$ cat config.mk
export PLATFORM = sky130hd
export DESIGN_NAME = ifc_txn_sequencer
export DESIGN_NICKNAME = d
export VERILOG_FILES = /design/src/rtl/ifc_txn_sequencer.sv
export SDC_FILE = /design/constraint.sdc
export NUM_CORES = 1
export LEC_CHECK = 0
export CORE_MARGIN = 2
export CORE_UTILIZATION = 35
export DETAILED_ROUTE_END_ITERATION = 8
export GPL_TIMING_DRIVEN = 1
export SYNTH_ARGS = -nofsm -noshare
export SYNTH_HDL_FRONTEND = slang
export SYNTH_SLANG_ARGS = --single-unit
$ cat constraint.sdc
create_clock -name CLK -period 2.2 [get_ports CLK]
set_input_delay 0.44 -clock CLK [delete_from_list [all_inputs] [get_ports CLK]]
set_output_delay 0.44 -clock CLK [all_outputs]
set_load 0.02 [all_outputs]
$ cat src/rtl/ifc_txn_sequencer.sv
// ifc_txn_sequencer: command FIFO plus single-outstanding sequencer for the
// 8-entry, 1-bit register interface. Each buffered read/write is issued with
// its enable held until the matching ready. One response per command comes
// back on a valid/ready port, in acceptance order.
// Optional build macro: IFC_TXN_TIMEOUT_EN. When defined, a stalled enable is
// dropped after TIMEOUT cycles and the response is flagged with rsp_err.
module ifc_txn_sequencer #(
   parameter int DEPTH   = 4,
   parameter int ADDR_W  = 3,
   parameter int TIMEOUT = 15
) (
   input  logic              CLK,
   input  logic              RST_N,
   input  logic              cmd_valid,
   output logic              cmd_ready,
   input  logic              cmd_op,
   input  logic [ADDR_W-1:0] cmd_addr,
   input  logic              cmd_data,
   output logic [ADDR_W-1:0] write_address,
   output logic              write_data,
   output logic              write_en,
   input  logic              write_rdy,
   output logic [ADDR_W-1:0] read_address,
   output logic              read_en,
   input  logic              read_rdy,
   input  logic              read_data,
   output logic              rsp_valid,
   input  logic              rsp_ready,
   output logic              rsp_op,
   output logic [ADDR_W-1:0] rsp_addr,
   output logic              rsp_data,
   output logic              rsp_err,
   output logic              busy
);

   localparam int PTR_W = (DEPTH > 1) ? $clog2(DEPTH) : 1;
   localparam int CNT_W = PTR_W + 1;

   // Reject configurations that break pointer wrap or the timeout compare.
   if (DEPTH < 2 || (DEPTH & (DEPTH - 1)) != 0 || TIMEOUT < 1) begin : g_bad_param
      $error("ifc_txn_sequencer: DEPTH must be a power of 2 >= 2 and TIMEOUT >= 1");
   end

   typedef enum logic [1:0] {
      S_IDLE = 2'd0,
      S_WR   = 2'd1,
      S_RD   = 2'd2,
      S_RSP  = 2'd3
   } state_t;

   state_t state_q, state_d;

   // Command FIFO storage
   logic [DEPTH-1:0]             fifo_op;
   logic [DEPTH-1:0]             fifo_data;
   logic [DEPTH-1:0][ADDR_W-1:0] fifo_addr;
   logic [PTR_W-1:0]             wr_ptr, rd_ptr;
   logic [CNT_W-1:0]             count;

   // Command currently on the interface / being responded to
   logic              cur_op;
   logic              cur_data;
   logic [ADDR_W-1:0] cur_addr;
   logic              rsp_data_q;

   logic push, pop;
   logic wr_ok, rd_ok;
   logic tmo_hit;

   // No bypass: acceptance depends on occupancy alone.
   assign cmd_ready = (count < CNT_W'(DEPTH));
   assign push      = cmd_valid && cmd_ready;
   assign pop       = (state_q == S_IDLE) && (count != '0);

   // Ready only matters while the matching enable is up.
   assign wr_ok = (state_q == S_WR) && write_rdy;
   assign rd_ok = (state_q == S_RD) && read_rdy;

`ifdef IFC_TXN_TIMEOUT_EN
   localparam int TMO_W = $clog2(TIMEOUT + 1);

   logic [TMO_W-1:0] tmo_cnt;
   logic             rsp_err_q;

   // A ready in the final cycle wins, so the hit only matters when ready is low.
   assign tmo_hit = (tmo_cnt == TMO_W'(TIMEOUT - 1));

   // Stall counter: cleared on issue, counts cycles the pending ready stays low.
   always_ff @(posedge CLK or negedge RST_N) begin
      if (!RST_N) begin
         tmo_cnt <= '0;
      end else if (pop) begin
         tmo_cnt <= '0;
      end else if ((state_q == S_WR && !write_rdy) || (state_q == S_RD && !read_rdy)) begin
         tmo_cnt <= tmo_cnt + TMO_W'(1);
      end
   end

   // Error flag: cleared on issue, set when a stalled enable is abandoned.
   always_ff @(posedge CLK or negedge RST_N) begin
      if (!RST_N) begin
         rsp_err_q <= 1'b0;
      end else if (pop) begin
         rsp_err_q <= 1'b0;
      end else if ((state_q == S_WR && !write_rdy && tmo_hit) ||
                   (state_q == S_RD && !read_rdy && tmo_hit)) begin
         rsp_err_q <= 1'b1;
      end
   end

   assign rsp_err = rsp_err_q;
`else
   assign tmo_hit = 1'b0;
   assign rsp_err = 1'b0;
`endif

   // FIFO storage and pointers; pointers wrap naturally at the power-of-2 depth.
   always_ff @(posedge CLK or negedge RST_N) begin
      if (!RST_N) begin
         fifo_op   <= '0;
         fifo_data <= '0;
         fifo_addr <= '0;
         wr_ptr    <= '0;
         rd_ptr    <= '0;
      end else begin
         if (push) begin
            fifo_op[wr_ptr]   <= cmd_op;
            fifo_data[wr_ptr] <= cmd_data;
            fifo_addr[wr_ptr] <= cmd_addr;
            wr_ptr            <= wr_ptr + PTR_W'(1);
         end
         if (pop) begin
            rd_ptr <= rd_ptr + PTR_W'(1);
         end
      end
   end

   // Occupancy count; a simultaneous push and pop leaves it unchanged.
   always_ff @(posedge CLK or negedge RST_N) begin
      if (!RST_N) begin
         count <= '0;
      end else begin
         case ({push, pop})
            2'b10:   count <= count + CNT_W'(1);
            2'b01:   count <= count - CNT_W'(1);
            default: count <= count;
         endcase
      end
   end

   // State register.
   always_ff @(posedge CLK or negedge RST_N) begin
      if (!RST_N) state_q <= S_IDLE;
      else        state_q <= state_d;
   end

   // Next-state logic: one command in flight, response must drain before the next pop.
   always_comb begin
      state_d = state_q;
      case (state_q)
         S_IDLE: if (pop)               state_d = fifo_op[rd_ptr] ? S_RD : S_WR;
         S_WR:   if (wr_ok || tmo_hit)  state_d = S_RSP;
         S_RD:   if (rd_ok || tmo_hit)  state_d = S_RSP;
         S_RSP:  if (rsp_ready)         state_d = S_IDLE;
         default:                       state_d = S_IDLE;
      endcase
   end

   // Capture the popped command and the response data it produces.
   always_ff @(posedge CLK or negedge RST_N) begin
      if (!RST_N) begin
         cur_op     <= 1'b0;
         cur_data   <= 1'b0;
         cur_addr   <= '0;
         rsp_data_q <= 1'b0;
      end else if (pop) begin
         cur_op     <= fifo_op[rd_ptr];
         cur_data   <= fifo_data[rd_ptr];
         cur_addr   <= fifo_addr[rd_ptr];
         rsp_data_q <= 1'b0;
      end else if (rd_ok) begin
         rsp_data_q <= read_data;
      end else if (wr_ok || ((state_q == S_WR || state_q == S_RD) && tmo_hit)) begin
         rsp_data_q <= 1'b0;
      end
   end

   // Interface and response outputs are decoded straight from flops.
   assign write_en      = (state_q == S_WR);
   assign read_en       = (state_q == S_RD);
   assign rsp_valid     = (state_q == S_RSP);
   assign write_address = cur_addr;
   assign write_data    = cur_data;
   assign read_address  = cur_addr;
   assign rsp_op        = cur_op;
   assign rsp_addr      = cur_addr;
   assign rsp_data      = rsp_data_q;
   assign busy          = (state_q != S_IDLE) || (count != '0);

endmodule

==> flow_metrics.py <==
metrics = {
    "outcome": {
        "status": "finished clean",
    },
    "placement": {
        "gp_congestion": 0.752,
        "dpl.cell_count": 238,
        "portBuffers": 28,
        "placed_area_sq_mm": 0.00214,
        "place_hpwl_mm": 2.37,
    },
    "sta": {
        "setup_tns_ps": 0,
        "max_freq_mhz": 484,
        "rsz0062_at_grt": "no",
        "whs_ps": 479,
        "fin_crit_ps": 2070,
        "final.period_utilization_pct": 93.9,
        "hold_violations": 0,
        "finalSetupViolations": 0,
        "finalMaxSlewViolations": 0,
        "fin_skew_ps": 5.95,
    },
    "synth": {
        "synth_top_area_share_pct": 48.9,
        "synth_edf_count": 0,
        "synthCells": 144,
        "synth_area_leaders": "dfrtp_1, mux2_2, ha_1",
        "netlist_area_sq_mm": 0.00179,
        "yosys_warnings": 0,
        "ys_types": 26,
        "synth_flop_cell": "dfrtp_1",
        "synth_nets": 167,
        "yosysMostFrequentCell": "dfrtp_1",
        "synth-seq-area-share_pct": 48.9,
        "synth_top_area_cell": "dfrtp_1",
        "synth_area_per_cell_sq_um": 12.4,
        "synth-seq-cells": 35,
        "netlist_top_cells_count": "dfrtp_1, nand2_1, mux2_2, inv_1, ha_1",
        "async_flop_share_pct": 100,
    },
    "worst_setup_path": {
        "worst_setup_path_start_kind": "register",
        "cp_data_required_time_ps": 1760,
        "cp-end-kind": "output port",
        "reg2reg_depth": 10,
        "critical_path_class": "register to output port",
        "worstPathArrival_ps": 1630,
        "critPathMaxFanout": 3,
    },
    "clock_tree": {
        "cts_tree": "done",
        "cts.htree.levels": 2,
        "clock-sinks": 35,
        "clk_pin_slew_worst_paths_ps": 70,
        "insertion_delay_ps": 280,
        "clockBufferDepth": 2,
        "cts_root_buf": "clkbuf_8",
        "cts_hold_buffers": 0,
        "cts_made_buffers": 5,
    },
    "die": {
        "die_h_um": 75.6,
        "rows": 26,
        "core-area_sq_mm": 0.00501,
        "ios": 30,
        "dieArea_sq_mm": 0.00571,
        "die_w_um": 75.6,
        "initial_core_util_pct": 35.8,
    },
    "finish": {
        "layout.nets": 198,
        "area_growth_pct": 24.3,
        "final_area_sq_mm": 0.00223,
        "antennaDiodeCount": 0,
        "n_fill_cell": 492,
        "drive_above_1_share_pct": 27.8,
        "fin_cells": 246,
        "final_util_pct": 44.5,
    },
    "drt": {
        "wirelength_mm": 3.14,
        "drt_iter0_drc": 39,
        "ant_nets": 0,
        "viasPerCell": 4.46,
        "vias": 1097,
        "drcViolationCount": 0,
        "wl_per_cell_um": 12.8,
        "drtPass1Iterations": 2,
    },
    "grt": {
        "grt_pass1_vias": 1151,
        "overflow": 0,
        "grt_max_degree": 36,
        "grt_use_total_pct": 13.0,
        "antenna_found_initial": 0,
        "grt_pass1_wl_mm": 5.39,
    },
    "flow_run": {
        "maxCapViolations": 0,
    },
    "min_path": {
        "hp-class": "register to register",
        "hold_depth": 2,
    },
    "power_and_ir_drop": {
        "power_density_mw_per_mm2": 1530,
        "power_leakage_uw": 0.00101,
        "irDropWorstVdd_mv": 0.540,
    },
}
[area by class of cell]
type / count / area (sq um) / area share (%)
Clock buffer: 6 / 72.6 / 3.26
Clock inverter: 2 / 12.5 / 0.562
Inverter: 11 / 41.3 / 1.85
Multi-Input combinational cell: 88 / 812 / 36.5
Sequential cell: 35 / 876 / 39.3
Tap cell: 70 / 87.6 / 3.93
Timing Repair Buffer: 34 / 325 / 14.6
[worst max-delay path, cell delays in order (launching register included)]
cell and delay [ps]:
dfrtp_1 410, inv_1 90, ha_2 200, or4b_4 470, buf_2 180
[timing repair]
| item | 4_1_cts | 5_1_grt |
|---|---|---|
| pin swaps | 0 | 0 |
| setup endpoints to repair | 1 | 4 |
| setup buffers | 0 | 0 |
| resized for setup | 3 | 5 |
[state kept, by name (all words and copies together), names as in the netlist]
signal        flops
count             3
fifo_addr        12
fifo_data         4
fifo_op           4
rd_ptr            2
read_address      3
rsp_data          1
rsp_op            1
state_q           2
wr_ptr            2
write_data        1
[path summary, 6_finish.rpt]
path	start	to	slack [ps]
min in group asynchronous	RST_N	count[2]	570
worst min-delay path	write_data	write_data	480
worst min register to register	write_data	write_data	480
worst max-delay path	state_q[1]	busy	130
worst max register to register	state_q[1]	count[2]	210
max in group asynchronous	RST_N	rsp_op	1310
[layout by cell type (no fill, tap or decap), drive strengths merged]
cell type / synthesis / final
a21oi: 1 / 1
buf: 10 / 7
clkbuf: 0 / 6
clkdlybuf4s50: 0 / 25
clkinv: 0 / 1
clkinvlp: 0 / 1
conb: 1 / 1
dfrtp: 35 / 35
dlymetal6s2s: 0 / 2
fa: 1 / 1
ha: 10 / 10
inv: 11 / 11
mux2: 23 / 23
mux2i: 2 / 2
mux4: 4 / 4
nand2: 23 / 23
nand3: 2 / 2
nor2: 1 / 1
nor2b: 1 / 1
o2111ai: 1 / 1
o21ai: 3 / 3
o221ai: 2 / 2
o31ai: 1 / 1
or2: 1 / 1
or2b: 4 / 4
or4b: 1 / 1
xnor2: 5 / 5
xor2: 1 / 1
[power breakdown]
| group | internal (uW) | total (uW) | switching, uW | leakage, uW |
|---|---|---|---|---|
| Clock | 221 | 445 | 224 | 0.0000412 |
| Sequential | 976 | 1240 | 259 | 0.000423 |
| Combinational | 959 | 1720 | 761 | 0.000542 |
| Total | 2160 | 3400 | 1240 | 0.00101 |
[routing by layer]
metal	up-vias	wire (um)	track usage, %
li1	535	-	-
met1	544	1380	16.2
met2	13	1610	21.7
met3	5	92	3.57
met4	0	53	4.68
met5	-	0	0
[per-stage QoR]
stage          setup WS, ps  power [uW]
2_1_floorplan           206        2460
3_3_place_gp           71.4        2930
3_5_place_dp           46.6        2990
4_1_cts                4.63        3450
5_1_grt                16.8        3690
6_report                134        3400
[kinds of logic after synthesis]
group | count (synthesis) | share of synthesized area (%)
adder cells (fa/ha/maj) | 11 | 8.10
AO/OA/AOI/OAI | 8 | 4.12
AND/OR/NAND/NOR | 33 | 8.87
other | 1 | 0.209
multiplexers | 29 | 20.8
XOR/XNOR | 6 | 2.93
flip-flops | 35 | 48.9
buffers and inverters | 21 | 6.08
No activity file was read; power rests on OpenSTA's default activity.
==> patch: new RTL, config.mk and constraints unchanged <==
Build with the macro `IFC_TXN_TIMEOUT_EN` defined.
--- a/src/rtl/ifc_txn_sequencer.sv
+++ b/src/rtl/ifc_txn_sequencer.sv
@@ -5,4 +5,6 @@
 // Optional build macro: IFC_TXN_TIMEOUT_EN. When defined, a stalled enable is
 // dropped after TIMEOUT cycles and the response is flagged with rsp_err.
+`define IFC_TXN_TIMEOUT_EN
+
 module ifc_txn_sequencer #(
    parameter int DEPTH   = 4,
Function: same outputs for any inputs over 10 cycles, from zero or initial values and one cycle with RST_N low; that may be too few to reach the edited logic, so the function may still have changed.
==> patch against the original RTL <==
- non-clock buffer count down 1
- total power is 8.9% higher
- via count grew 14%
- clock skew is 0.0032 ns lower
- area after synthesis increased by 14%
- sequential cell count up 5
- register-to-register slack better by 0.02 ns
- hold slack got worse by 0.29 ns
- global-route usage shrank 0.30 points
- first-iteration DRC count increased by 44%
- wire length up 15%
- cell area up 11%
- setup slack worse by 0.035 ns
- cell count grew 11%
- largest cell class unchanged
- highest routed layer unchanged
==> patch: results (changes against the original RTL) <==
Hold path
  • Hold Crit Class: in -> async (was reg -> reg)

STA
  • Setup slack after layout: 0.09926 ns (was 0.1340 ns)
  • Setup Skew: 0.002706 ns (was 0.005948 ns)

Place
  • DP Worst Slack: 0.07415 ns (was 0.04660 ns)
  • I/O Buffers: 29 (was 28)
  • DPL Wire Length: 2535 um (was 2375 um)
  • Placed Cells: 266 (was 238)
  • Cell Area, Placed: 2361 um2 (was 2137 um2)
  • GP Congestion: 0.6969 (was 0.7518)

Outcome
  • Status: complete, no violations (unchanged)

Yosys
  • Post-Syn Nets: 197 (was 167)
  • Ranking of synthesized cells by area: dfrtp_1 (49%), mux2_2 (12%), ha_1 (7.3%), nand2_1 (4.2%), mux4_1 (3.9%) (was dfrtp_1 (49%), mux2_2 (14%), ha_1 (7.0%), mux4_2 (5.0%), nand2_1 (4.8%))
  • Synth Area in XOR/XNOR: 3.851% (was 2.933%)
  • Cells after Synth: 172 (was 144)
  • Synth cell types: 29 (was 26)
  • Synth Area in Compound Gates: 4.707% (was 4.120%)
  • Post-Synth Adder-Cell Area: 8.313% (was 8.101%)

Critical path
  • Crit path DAT: 1.66 ns (was 1.63 ns)
  • Worst path top cell family by delay: buffers and inverters (was simple AND/OR/NAND/NOR gates)
  • Slowest cell on crit path: clkdlybuf4s50_1 (was or4b_4)
  • Flop2flop setup slack: 0.23 ns (was 0.21 ns)
  • Max incr delay on CP: 0.62 ns (was 0.47 ns)
  • CP max FO: 4 (was 3)

Route
  • DRT Pass-1 Iters: 4 (was 2)
  • Routed wire per std cell: 13.15 um (was 12.76 um)
  • DR vias/cell: 4.584 (was 4.459)

Cells and area
  • Layout area overhead: 21.03% (was 24.30%)
  • ClkCell Share: 4.495% (was 3.820%)
  • Non-clock buffers: 33 (was 34)
  • Seq Cell Count: 40 (was 35)
  • Data buffer area share: 12.93% (was 14.61%)
  • Filler cells: 533 (was 492)
  • Non-clock inverters: 12 (was 11)

Global routing
  • First-pass GRT wire length: 6175 um (was 5388 um)
  • Total Routing Usage GR: 12.69% (was 12.99%)

Power and ir drop
  • Leakage: 1.127 nW (was 1.007 nW)
==> patch: cell count changes after synthesis, sizes merged, moves of 3 or more <==
cell    delta
dfrtp      +5
nor2b      +3
nor2       +7
o21ai      +4
or2b       -4
a21oi      +3
nand2b     +4
==> patch: per-layer routing <==
| metal | wire length (um) | vias up | part of all wire (%) | global-route usage [%] |
|---|---|---|---|---|
| met5 | 0 | - | 0 | 0 |
| met4 | 25 | 0 | 0.69 | 3.559 |
| met3 | 167 | 4 | 4.6 | 4.270 |
| met2 | 1677 | 23 | 47 | 19.42 |
| met1 | 1732 | 607 | 48 | 17.14 |
| li1 | - | 622 | - | - |
==> patch: report_power, final <==
group / total, mW / internal (mW) / switching (mW) / leakage [nW]
Clock: 0.605 / 0.336 / 0.269 / 0.0541
Sequential: 1.36 / 1.09 / 0.269 / 0.490
Combinational: 1.74 / 0.929 / 0.807 / 0.583
==> patch: timing repair <==
action	in CTS	in global routing
buffers inserted	0	0
hold buffers	0	0
setup endpoints to repair	0	2
gates resized for setup	0	2
